==> src/rtl/id_decode_pipe.sv <==
// id_decode_pipe: ID stage for a MIPS32 integer subset.
// Decodes the instruction in ID and resolves branches and jumps there. It forwards operands
// from FWD_PORTS later stages and raises a load-use stall request. It owns the ID/EX
// pipeline register and the branch-delay-slot flag.
// Optional feature macro: ID_INVALID_TRAP_EN adds the registered ex_exc_ri_o output.
// aluop encoding: SPECIAL ops use {2'b00, funct}; all other known ops use {2'b01, opcode}.
// alusel encoding: 0 none, 1 arithmetic, 2 logic, 3 jump/branch, 4 load/store.
// SW carries the store data (rt) in reg2; EX takes the offset from ex_inst_o.
module id_decode_pipe #(
  parameter int DATA_W    = 32,
  parameter int REG_AW    = 5,
  parameter int FWD_PORTS = 2,
  parameter int ALUOP_W   = 8,
  parameter int ALUSEL_W  = 3
) (
  input  logic                        clk,
  input  logic                        rst,
  input  logic                        stall_i,
  input  logic                        flush_i,
  input  logic [31:0]                 pc_i,
  input  logic [31:0]                 inst_i,
  input  logic                        inst_valid_i,
  output logic                        reg1_read_o,
  output logic [REG_AW-1:0]           reg1_addr_o,
  input  logic [DATA_W-1:0]           reg1_data_i,
  output logic                        reg2_read_o,
  output logic [REG_AW-1:0]           reg2_addr_o,
  input  logic [DATA_W-1:0]           reg2_data_i,
  input  logic [FWD_PORTS-1:0]        fwd_wreg_i,
  input  logic [FWD_PORTS*REG_AW-1:0] fwd_wd_i,
  input  logic [FWD_PORTS*DATA_W-1:0] fwd_wdata_i,
  input  logic                        ex_is_load_i,
  input  logic [REG_AW-1:0]           ex_wd_i,
  output logic                        stallreq_o,
  output logic                        branch_flag_o,
  output logic [31:0]                 branch_target_o,
  output logic [ALUOP_W-1:0]          ex_aluop_o,
  output logic [ALUSEL_W-1:0]         ex_alusel_o,
  output logic [DATA_W-1:0]           ex_reg1_o,
  output logic [DATA_W-1:0]           ex_reg2_o,
  output logic [REG_AW-1:0]           ex_wd_o,
  output logic                        ex_wreg_o,
  output logic [31:0]                 ex_link_addr_o,
  output logic [31:0]                 ex_inst_o,
  output logic                        ex_in_delay_slot_o,
  output logic                        ex_valid_o
`ifdef ID_INVALID_TRAP_EN
  ,
  output logic                        ex_exc_ri_o
`endif
);

  localparam logic [5:0] OP_SPECIAL = 6'h00, OP_J    = 6'h02, OP_JAL   = 6'h03,
                         OP_BEQ     = 6'h04, OP_BNE  = 6'h05, OP_BGTZ  = 6'h07,
                         OP_ADDIU   = 6'h09, OP_ORI  = 6'h0D, OP_LUI   = 6'h0F,
                         OP_LW      = 6'h23, OP_SW   = 6'h2B;
  localparam logic [5:0] F_JR  = 6'h08, F_ADDU = 6'h21, F_SUBU = 6'h23, F_AND = 6'h24,
                         F_OR  = 6'h25, F_XOR  = 6'h26, F_SLT  = 6'h2A;

  localparam logic [ALUSEL_W-1:0] SEL_NOP   = ALUSEL_W'(0);
  localparam logic [ALUSEL_W-1:0] SEL_ARITH = ALUSEL_W'(1);
  localparam logic [ALUSEL_W-1:0] SEL_LOGIC = ALUSEL_W'(2);
  localparam logic [ALUSEL_W-1:0] SEL_JUMP  = ALUSEL_W'(3);
  localparam logic [ALUSEL_W-1:0] SEL_LDST  = ALUSEL_W'(4);

  typedef struct packed {
    logic [ALUOP_W-1:0]  aluop;
    logic [ALUSEL_W-1:0] alusel;
    logic [DATA_W-1:0]   reg1;
    logic [DATA_W-1:0]   reg2;
    logic [REG_AW-1:0]   wd;
    logic                wreg;
    logic [31:0]         link_addr;
    logic [31:0]         inst;
    logic                in_delay_slot;
    logic                valid;
`ifdef ID_INVALID_TRAP_EN
    logic                exc_ri;
`endif
  } idex_t;

  // Instruction fields
  logic [5:0]  opcode, funct;
  logic [4:0]  rs, rt, rd;
  logic [15:0] imm16;
  logic [25:0] idx26;

  assign opcode = inst_i[31:26];
  assign rs     = inst_i[25:21];
  assign rt     = inst_i[20:16];
  assign rd     = inst_i[15:11];
  assign funct  = inst_i[5:0];
  assign imm16  = inst_i[15:0];
  assign idx26  = inst_i[25:0];

  assign reg1_addr_o = REG_AW'(rs);
  assign reg2_addr_o = REG_AW'(rt);

  logic [31:0]       pc_plus4, pc_plus8, br_target, j_target;
  logic [DATA_W-1:0] imm_sext, imm_zext, imm_lui;

  assign pc_plus4  = pc_i + 32'd4;
  assign pc_plus8  = pc_i + 32'd8;
  assign br_target = pc_plus4 + {{14{imm16[15]}}, imm16, 2'b00};
  assign j_target  = {pc_plus4[31:28], idx26, 2'b00};
  assign imm_sext  = {{(DATA_W-16){imm16[15]}}, imm16};
  assign imm_zext  = {{(DATA_W-16){1'b0}}, imm16};
  assign imm_lui   = {imm16, {(DATA_W-16){1'b0}}};

  // Register 0 reads as zero; otherwise the lowest-index matching forward source wins.
  function automatic logic [DATA_W-1:0] resolve_operand(
    input logic [REG_AW-1:0]           addr,
    input logic [DATA_W-1:0]           rf_data,
    input logic [FWD_PORTS-1:0]        wreg,
    input logic [FWD_PORTS*REG_AW-1:0] wd,
    input logic [FWD_PORTS*DATA_W-1:0] wdata
  );
    logic [DATA_W-1:0] val;
    val = rf_data;
    // Walk oldest to youngest so the youngest match is written last.
    for (int i = FWD_PORTS - 1; i >= 0; i--) begin
      if (wreg[i] && (wd[i*REG_AW +: REG_AW] == addr)) val = wdata[i*DATA_W +: DATA_W];
    end
    if (addr == '0) val = '0;
    return val;
  endfunction

  logic [DATA_W-1:0] op1, op2;

  // Operand selection with forwarding
  always_comb begin
    op1 = resolve_operand(reg1_addr_o, reg1_data_i, fwd_wreg_i, fwd_wd_i, fwd_wdata_i);
    op2 = resolve_operand(reg2_addr_o, reg2_data_i, fwd_wreg_i, fwd_wd_i, fwd_wdata_i);
  end

  logic                known, rd1, rd2, use_imm, wreg_dec, is_branch, taken;
  logic [ALUOP_W-1:0]  aluop_dec;
  logic [ALUSEL_W-1:0] alusel_dec;
  logic [DATA_W-1:0]   imm_ext;
  logic [REG_AW-1:0]   wd_dec;
  logic [31:0]         link_dec, target;

  // Instruction decode and branch resolution
  always_comb begin
    // NOTE: every output of this block gets a default first, so no path can infer a latch.
    known      = 1'b0;
    rd1        = 1'b0;
    rd2        = 1'b0;
    use_imm    = 1'b0;
    imm_ext    = '0;
    wreg_dec   = 1'b0;
    wd_dec     = '0;
    link_dec   = '0;
    is_branch  = 1'b0;
    taken      = 1'b0;
    target     = '0;
    aluop_dec  = '0;
    alusel_dec = SEL_NOP;
    case (opcode)
      OP_SPECIAL: begin
        case (funct)
          F_ADDU, F_SUBU, F_SLT, F_AND, F_OR, F_XOR: begin
            known      = 1'b1;
            rd1        = 1'b1;
            rd2        = 1'b1;
            aluop_dec  = ALUOP_W'({2'b00, funct});
            alusel_dec = (funct inside {F_AND, F_OR, F_XOR}) ? SEL_LOGIC : SEL_ARITH;
            wreg_dec   = 1'b1;
            wd_dec     = REG_AW'(rd);
          end
          F_JR: begin
            known      = 1'b1;
            rd1        = 1'b1;
            aluop_dec  = ALUOP_W'({2'b00, funct});
            alusel_dec = SEL_JUMP;
            is_branch  = 1'b1;
            taken      = 1'b1;
            target     = 32'(op1);
          end
          default: ;
        endcase
      end
      OP_ADDIU, OP_ORI, OP_LUI, OP_LW: begin
        known      = 1'b1;
        rd1        = (opcode != OP_LUI);
        use_imm    = 1'b1;
        aluop_dec  = ALUOP_W'({2'b01, opcode});
        wreg_dec   = 1'b1;
        wd_dec     = REG_AW'(rt);
        case (opcode)
          OP_ADDIU: begin alusel_dec = SEL_ARITH; imm_ext = imm_sext; end
          OP_ORI:   begin alusel_dec = SEL_LOGIC; imm_ext = imm_zext; end
          OP_LUI:   begin alusel_dec = SEL_LOGIC; imm_ext = imm_lui;  end
          default:  begin alusel_dec = SEL_LDST;  imm_ext = imm_sext; end
        endcase
      end
      OP_SW: begin
        known      = 1'b1;
        rd1        = 1'b1;
        rd2        = 1'b1;
        aluop_dec  = ALUOP_W'({2'b01, opcode});
        alusel_dec = SEL_LDST;
      end
      OP_BEQ, OP_BNE, OP_BGTZ: begin
        known      = 1'b1;
        rd1        = 1'b1;
        rd2        = (opcode != OP_BGTZ);
        aluop_dec  = ALUOP_W'({2'b01, opcode});
        alusel_dec = SEL_JUMP;
        is_branch  = 1'b1;
        target     = br_target;
        case (opcode)
          OP_BEQ:  taken = (op1 == op2);
          OP_BNE:  taken = (op1 != op2);
          default: taken = !op1[DATA_W-1] && (op1 != '0);
        endcase
      end
      OP_J, OP_JAL: begin
        known      = 1'b1;
        aluop_dec  = ALUOP_W'({2'b01, opcode});
        alusel_dec = SEL_JUMP;
        is_branch  = 1'b1;
        taken      = 1'b1;
        target     = j_target;
        if (opcode == OP_JAL) begin
          wreg_dec = 1'b1;
          wd_dec   = REG_AW'(31);
          link_dec = pc_plus8;
        end
      end
      default: ;
    endcase
  end

  assign reg1_read_o     = inst_valid_i & rd1;
  assign reg2_read_o     = inst_valid_i & rd2;
  assign stallreq_o      = inst_valid_i & ex_is_load_i & (ex_wd_i != '0) &
                           ((reg1_read_o & (ex_wd_i == reg1_addr_o)) |
                            (reg2_read_o & (ex_wd_i == reg2_addr_o)));
  assign branch_flag_o   = inst_valid_i & taken & ~stallreq_o & ~flush_i;
  assign branch_target_o = target;

  idex_t idex_d, idex_q;
  logic  flag_d, flag_q;

  // ID/EX next state: flush > stall hold > bubble > load decoded instruction
  always_comb begin
    idex_d = idex_q;
    flag_d = flag_q;
    if (flush_i) begin
      idex_d = '0;
      flag_d = 1'b0;
    end else if (stall_i) begin
      idex_d = idex_q;
    end else if (stallreq_o || !inst_valid_i) begin
      idex_d = '0;
    end else begin
      idex_d               = '0;
      idex_d.valid         = 1'b1;
      idex_d.inst          = inst_i;
      idex_d.in_delay_slot = flag_q;
      flag_d               = is_branch;
      if (known) begin
        idex_d.aluop     = aluop_dec;
        idex_d.alusel    = alusel_dec;
        idex_d.reg1      = rd1 ? op1 : '0;
        idex_d.reg2      = use_imm ? imm_ext : (rd2 ? op2 : '0);
        idex_d.wd        = wd_dec;
        idex_d.wreg      = wreg_dec;
        idex_d.link_addr = link_dec;
      end
`ifdef ID_INVALID_TRAP_EN
      else begin
        idex_d.exc_ri = 1'b1;
      end
`endif
    end
  end

  // ID/EX register and delay-slot flag
  always_ff @(posedge clk or posedge rst) begin
    // NOTE: sequential state uses non-blocking assignments so all flops update together.
    if (rst) begin
      idex_q <= '0;
      flag_q <= 1'b0;
    end else begin
      idex_q <= idex_d;
      flag_q <= flag_d;
    end
  end

  assign ex_aluop_o         = idex_q.aluop;
  assign ex_alusel_o        = idex_q.alusel;
  assign ex_reg1_o          = idex_q.reg1;
  assign ex_reg2_o          = idex_q.reg2;
  assign ex_wd_o            = idex_q.wd;
  assign ex_wreg_o          = idex_q.wreg;
  assign ex_link_addr_o     = idex_q.link_addr;
  assign ex_inst_o          = idex_q.inst;
  assign ex_in_delay_slot_o = idex_q.in_delay_slot;
  assign ex_valid_o         = idex_q.valid;
`ifdef ID_INVALID_TRAP_EN
  assign ex_exc_ri_o        = idex_q.exc_ri;
`endif

endmodule

==> config.mk <==
export PLATFORM = sky130hd
export DESIGN_NAME = id_decode_pipe
export DESIGN_NICKNAME = d
export VERILOG_FILES = /design/src/rtl/id_decode_pipe.sv
export SDC_FILE = /design/constraint.sdc
export NUM_CORES = 1
export LEC_CHECK = 0
export ABC_AREA = 0
export CORE_AREA = 10 10 183 185
export DETAILED_ROUTE_END_ITERATION = 7
export DIE_AREA = 0 0 193 195
export PLACE_DENSITY = 0.72
export SYNTH_ARGS = -nofsm -noshare
export SYNTH_HDL_FRONTEND = slang
export SYNTH_SLANG_ARGS = --single-unit
export TNS_END_PERCENT = 5
==> constraint.sdc <==
create_clock -name clk -period 10.13 [get_ports clk]
set_input_delay 2.026 -clock clk [delete_from_list [all_inputs] [get_ports clk]]
set_output_delay 2.026 -clock clk [all_outputs]
set_load 0.02 [all_outputs]
==> results.py, run 1 <==
metrics = {
    "run_status": {
        "status": "finished clean",
    },
    "setup_path": {
        "slowest_delay_ps": 690,
        "crit_path_cell_trace": "clkdlybuf4s50_1 -> ha_1 -> nand3_1 -> or2_2 -> nor2_1 -> inv_1 -> nor3_1 -> xor2_1 -> ha_1 -> nand3_1 -> nor3_1 -> o21ai_0 -> a41oi_1 -> a21oi_1 -> o41ai_1 -> mux2i_1 -> o221ai_1 -> clkdlybuf4s50_1",
        "worst_ep_required_time_ps": 8100,
        "critPathSlowestCell": "clkdlybuf4s50_1",
        "criticalPathCategory": "primary input to primary output",
        "crit_path_max_fanout": 9,
        "worst_setup_path_start_kind": "primary input",
        "crit_path_end_kind": "primary output",
        "worstPathArrival_ps": 7270,
    },
    "global_routing": {
        "grt-ovfl-total": 0,
        "grt_max_degree": 93,
        "grt_pass1_vias": 12500,
        "grt_usage": 0.286,
        "antenna_found_initial": 5,
        "grt_pass1_wl_um": 81300,
    },
    "logic_synthesis": {
        "syn_inst": 1392,
        "yosysSeqAreaShare": 0.312,
        "yosys_warnings": 0,
        "synth_nets": 1639,
        "synth_async_sr_flop_share": 1.00,
        "avgSynthCellArea_um2": 8.47,
        "ys_ff_latch": 147,
        "synth-adder-area-share": 0.0346,
        "synth_cell_types": 77,
        "synth_area_mm2": 0.0118,
        "synth_edf_count": 0,
        "synth_compound_area_frac": 0.265,
        "synth_flop_cell": "dfrtp_1",
        "synth_top_family_by_area": "compound AO/OA/AOI/OAI gates",
        "synth-simple-area-share": 0.157,
        "synth_xor_area_frac": 0.105,
        "muxShareOfSynthArea": 0.0595,
    },
    "timing": {
        "slew_violations": 0,
        "max_freq_mhz": 108,
        "setup_tns_ps": 0,
        "hold_viol_final": 0,
        "min_period_over_period": 0.917,
        "whs_ps": 469,
        "min_period_ps": 9290,
        "worst_pin_slew_ps": 1120,
        "relSlewSlack": 0.250,
        "rsz0062_at_grt": "no",
        "setup_viol": 0,
        "fin_worst_skew_ps": 1.64,
    },
    "clock_network": {
        "cts_buffers": 17,
        "cts_tree": "yes",
        "insertion_delay_ps": 430,
        "cts_max_path_buffers": 2,
        "hold_buffers": 0,
        "cts_max_level": 4,
        "root_buffer": "clkbuf_16",
        "cts_setup_buffers": 0,
        "clk_pin_slew_worst_paths_ps": 70,
        "post_cts_resized": 0,
        "cts.sinks": 147,
    },
    "drt": {
        "wl_um": 56400,
        "drt-initial-drc-count": 1177,
        "wl_per_cell_um": 26.4,
        "via_per_inst": 5.87,
        "drtAntennaViolNets": 0,
        "drtPass1Iterations": 5,
        "drc_errors": 0,
        "vias": 12500,
    },
    "layout": {
        "post-route-util": 0.549,
        "drive_above_1_share": 0.0548,
        "syn2layout_area_growth_pct": 39.7,
        "fin_nets": 1969,
        "design_area_mm2": 0.0165,
    },
    "min_path": {
        "worst_hold_path_type": "flop to flop",
    },
    "place": {
        "hpwl_um": 43600,
        "port_buffers": 406,
        "place_area_mm2": 0.0159,
        "gp_congestion": 0.972,
    },
    "die": {
        "die_x_um": 193,
        "rows": 64,
        "start_util": 0.393,
        "ios": 408,
        "die_y_um": 195,
        "die_area_mm2": 0.0376,
        "core_mm2": 0.0300,
    },
    "power": {
        "finalPower_mw": 1.74,
        "power_per_cell_area_mw_per_mm2": 106,
        "p_leak_nw": 6.70,
        "ir_worst_vdd_mv": 0.0880,
    },
    "job": {
        "drv_cap": 0,
    },
}
[critical path: cells and delay by family]
kind | cells | cell delay, ps
and+or+nand+nor | 6 | 1480
buffers and inverters | 3 | 1450
AOI/OAI and AO/OA | 5 | 1410
adders and majority gates | 2 | 640
xor gates and xnor gates | 1 | 130
muxes | 1 | 130
[sequential cells by signal, summed over array words and instances (netlist names), 3 cells and up]
register	flops
ex_inst_o	32
ex_link_addr_o	32
ex_reg1_o	32
ex_reg2_o	32
ex_aluop_o	7
ex_wd_o	5
ex_alusel_o	3
[synthesized netlist by cell type (all sizes together), types with 6 or more instances]
| cell type | n | area [um2] |
|---|---|---|
| o21ai | 176 | 881 |
| nand2 | 155 | 582 |
| dfrtp | 147 | 3680 |
| xor2 | 81 | 709 |
| a21oi | 75 | 409 |
| clkbuf | 75 | 298 |
| a21o | 71 | 534 |
| nor2 | 70 | 268 |
| mux2i | 69 | 691 |
| xnor2 | 60 | 526 |
| a22o | 56 | 492 |
| buf | 48 | 419 |
| ha | 31 | 388 |
| nand3 | 25 | 143 |
| inv | 22 | 82.6 |
| nand4 | 22 | 138 |
| nor3 | 21 | 105 |
| o221ai | 21 | 184 |
| nor4 | 19 | 165 |
| a22oi | 18 | 135 |
| nor2b | 15 | 93.8 |
| o22ai | 15 | 93.8 |
| nand2b | 10 | 62.6 |
| and3 | 8 | 50.1 |
| o211ai | 6 | 45.0 |
| o21a | 6 | 45.0 |
| or2 | 6 | 37.5 |
[cells in the final DEF (no fill, tap or decap), types with 9 or more instances in the layout]
| cell | count |
|---|---|
| o21ai_0 | 174 |
| ha_1 | 31 |
| dfrtp_1 | 147 |
| a21oi_2 | 9 |
| nand2_1 | 155 |
| buf_4 | 28 |
| a22oi_1 | 18 |
| clkbuf_16 | 17 |
| nand2b_1 | 10 |
| o221ai_1 | 21 |
| o22ai_1 | 15 |
| a21o_1 | 70 |
| nor2_1 | 68 |
| a22o_1 | 55 |
| inv_1 | 21 |
| nor4_1 | 12 |
| clkdlybuf4s50_1 | 406 |
| nand4_1 | 22 |
| xor2_1 | 81 |
| nand3_1 | 23 |
| mux2i_1 | 69 |
| xnor2_1 | 60 |
| a21oi_1 | 66 |
| nor3_1 | 21 |
| nor2b_1 | 14 |
[final timing paths]
path | from | cells past startpoint | end | slack (ps)
max reg2reg | ex_reg2_o[25] | 1 | ex_reg2_o[25] | 9370
max in group asynchronous | rst | 3 | ex_link_addr_o[3] | 6680
max | pc_i[2] | 18 | branch_target_o[30] | 840
min in group asynchronous | rst | 2 | ex_inst_o[16] | 2140
min | ex_aluop_o[3] | 2 | ex_aluop_o[3] | 470
min reg2reg | ex_aluop_o[3] | 2 | ex_aluop_o[3] | 470
[kinds of logic (layout without fill, tap and decap cells)]
| group | count (synthesis) | after routing |
|---|---|---|
| AOI/OAI and AO/OA | 479 | 479 |
| xor gates and xnor gates | 141 | 141 |
| adders and majority gates | 32 | 32 |
| buffers and inverters | 145 | 488 |
| DFF | 147 | 147 |
| muxes | 70 | 70 |
| other | 1 | 6 |
| and+or+nand+nor | 377 | 377 |
[where the power goes]
part           leakage [nW]  switching, mW  total [mW]  internal, mW
sequential             2.04        0.00417       0.599         0.594
clock                 0.276          0.280       0.657         0.377
combinational          4.38          0.276       0.485         0.209
[stage by stage]
stage               instances  worst slack (ps)
finish                   2136               838
global route             2136               319
CTS                      2131               844
detailed placement       2099               853
global placement         2099               927
floorplan                1392              2670
[metal layers]
metal	GRT usage	wire length, um	vias up
met5	0	0	-
met4	0.139	2620	0
met3	0.0752	5300	109
met2	0.460	26000	651
met1	0.348	22500	6085
li1	-	-	5694
[area by class of cell]
class                      instances  area (um2)
inverter                          22        87.6
multi-input combinational       1100        7350
sequential                       147        3680
tap                              396         495
fill                            2774       13500
antenna                            5        12.5
clock inverter                    11         126
timing repair buffer             434        4270
clock buffer                      21         460
(Power assumes the default switching activity.)
==> inputs of run 2 (changes only) <==
Settings changed: CORE_AREA 10 10 183 185 to 5 5 168 170, DIE_AREA 0 0 193 195 to 0 0 173 175, PLACE_DENSITY 0.72 to 0.79.
==> run 2 against run 1 <==
  * Die area decreased by 20%
  * Sequential power about the same
  * Count of clock-buffer cells in the layout fell by 1
  * Hold slack better by 13 ps
  * Global-route usage increased by 4.3 points
  * Utilization increased by 6.5 points
  * Critical path type unchanged
  * Critical endpoint unchanged
  * Highest routed layer is now met5
==> results.py, run 2 (same netlist as run 1, synthesis figures left out) <==
metrics = {
    "drt": {
        "vias": 12800,
        "drtAntennaViolNets": 0,
        "wl_per_cell_um": 25.5,
        "wl_um": 52800,
        "drc_errors": 0,
        "drtPass1Iterations": 6,
        "drt-initial-drc-count": 1443,
        "via_per_inst": 6.18,
    },
    "setup_path": {
        "crit_path_max_fanout": 9,
        "criticalPathCategory": "primary input to primary output",
        "worstPathArrival_ps": 7240,
        "worst_setup_path_start_kind": "primary input",
        "worst_ep_required_time_ps": 8100,
        "reg2regPathDepth": 2,
        "reg2reg_from": "ex_reg2_o[9]",
        "crit_path_cell_trace": "clkdlybuf4s50_1 -> ha_1 -> nand3_1 -> or2_2 -> nor2_1 -> inv_1 -> nor3_1 -> xor2_1 -> ha_1 -> nand3_1 -> nor3_1 -> o21ai_0 -> a41oi_1 -> a21oi_1 -> o41ai_1 -> mux2i_1 -> o221ai_1 -> clkdlybuf4s50_1",
        "rr_endpoint": "ex_reg2_o[9]",
        "ff2ff_setup_slack_ps": 9350,
        "crit_family": "simple AND/OR/NAND/NOR gates",
        "crit_buf_inv": 3,
        "slowest_delay_ps": 680,
        "critPathSlowestCell": "clkdlybuf4s50_1",
        "crit_path_end_kind": "primary output",
    },
    "clock_network": {
        "root_buffer": "clkbuf_16",
        "insertion_delay_ps": 440,
        "hold_buffers": 0,
        "clk_pin_slew_worst_paths_ps": 70,
        "cts_max_level": 4,
        "post_cts_resized": 0,
        "cts_buffers": 17,
        "cts_max_path_buffers": 2,
        "cts.sinks": 147,
        "cts_setup_buffers": 0,
        "cts_tree": "yes",
    },
    "timing": {
        "setup_viol": 0,
        "relSlewSlack": 0.161,
        "setup_tns_ps": 0,
        "hold_viol_final": 0,
        "whs_ps": 482,
        "rsz0062_at_grt": "no",
        "min_period_ps": 9260,
        "fin_worst_skew_ps": 2.18,
        "min_period_over_period": 0.914,
        "slew_violations": 0,
        "worst_pin_slew_ps": 1260,
        "max_freq_mhz": 108,
    },
    "die": {
        "die_area_mm2": 0.0303,
        "core_mm2": 0.0266,
        "ios": 408,
        "die_y_um": 175,
        "start_util": 0.444,
        "rows": 60,
        "die_x_um": 173,
    },
    "layout": {
        "drive_above_1_share": 0.0476,
        "fin_nets": 1956,
        "layout_common_cells": "406 x clkdlybuf4s50_1, 174 x o21ai_0, 155 x nand2_1",
        "syn2layout_area_growth_pct": 38.4,
        "post-route-util": 0.614,
        "layout_commonest_cell": "clkdlybuf4s50_1",
    },
    "place": {
        "gp_congestion": 0.958,
        "hpwl_um": 39800,
        "port_buffers": 406,
    },
    "min_path": {
        "worst_hold_path_type": "flop to flop",
        "hold-path-cell-count": 2,
        "min-delay-start": "ex_reg1_o[24]",
        "hold_end": "ex_reg1_o[24]",
    },
    "run_status": {
        "status": "finished clean",
    },
    "power": {
        "power_per_cell_area_mw_per_mm2": 107,
        "ir_worst_vdd_mv": 0.0776,
        "finalPower_mw": 1.74,
        "p_leak_nw": 6.64,
    },
    "global_routing": {
        "grt_pass1_vias": 12300,
        "grt_usage": 0.330,
        "grt_pass1_wl_um": 77400,
        "antenna_found_initial": 9,
        "grt-ovfl-total": 0,
        "grt_max_degree": 96,
    },
    "job": {
        "drv_cap": 0,
    },
}
==> run 2: power by group <==
group          internal, mW  switching (mW)
logic                 0.207           0.273
clock network         0.376           0.285
registers             0.594         0.00441
==> run 2: cell type report <==
type,instances,area (um2)
Timing Repair Buffer,421,4180
Tap cell,341,427
Multi-Input combinational cell,1100,7350
Fill cell,2368,10300
Clock inverter,11,130
Inverter,22,87.6
Antenna cell,8,20.0
Sequential cell,147,3680
Clock buffer,20,457
==> run 2: worst max path at each step <==
stage	depth (start not counted)	from	endpoint	slack, ps
finish	18	pc_i[2]	branch_target_o[30]	870
CTS	18	pc_i[2]	branch_target_o[30]	890
floorplan	16	pc_i[2]	branch_target_o[30]	2670
global route	18	pc_i[2]	branch_target_o[30]	450
detailed placement	18	pc_i[2]	branch_target_o[30]	900
global placement	18	pc_i[2]	branch_target_o[30]	1030
==> run 2: per-layer routing <==
metal  share of wire  routed length [um]  global-route usage
met2            0.47               25100               0.542
met5         0.00023                  12                   0
met1            0.39               20500               0.407
met4           0.043                2260               0.150
met3           0.093                4930              0.0870
==> run 2: worst register-to-register path, cell delays in order (launching register included) <==
cell,delay (ps)
dfrtp_1,420
nand2_1,80
o21ai_0,110
==> run 2: through the flow <==
| stage | area (um2) | worst slack, ps | instances |
|---|---|---|---|
| floorplan | 11800 | 2670 | 1392 |
| global placement | 15700 | 1030 | 2031 |
| detailed placement | 15700 | 896 | 2031 |
| CTS | 16300 | 892 | 2062 |
| global route | 16300 | 454 | 2070 |
| finish | 16300 | 868 | 2070 |
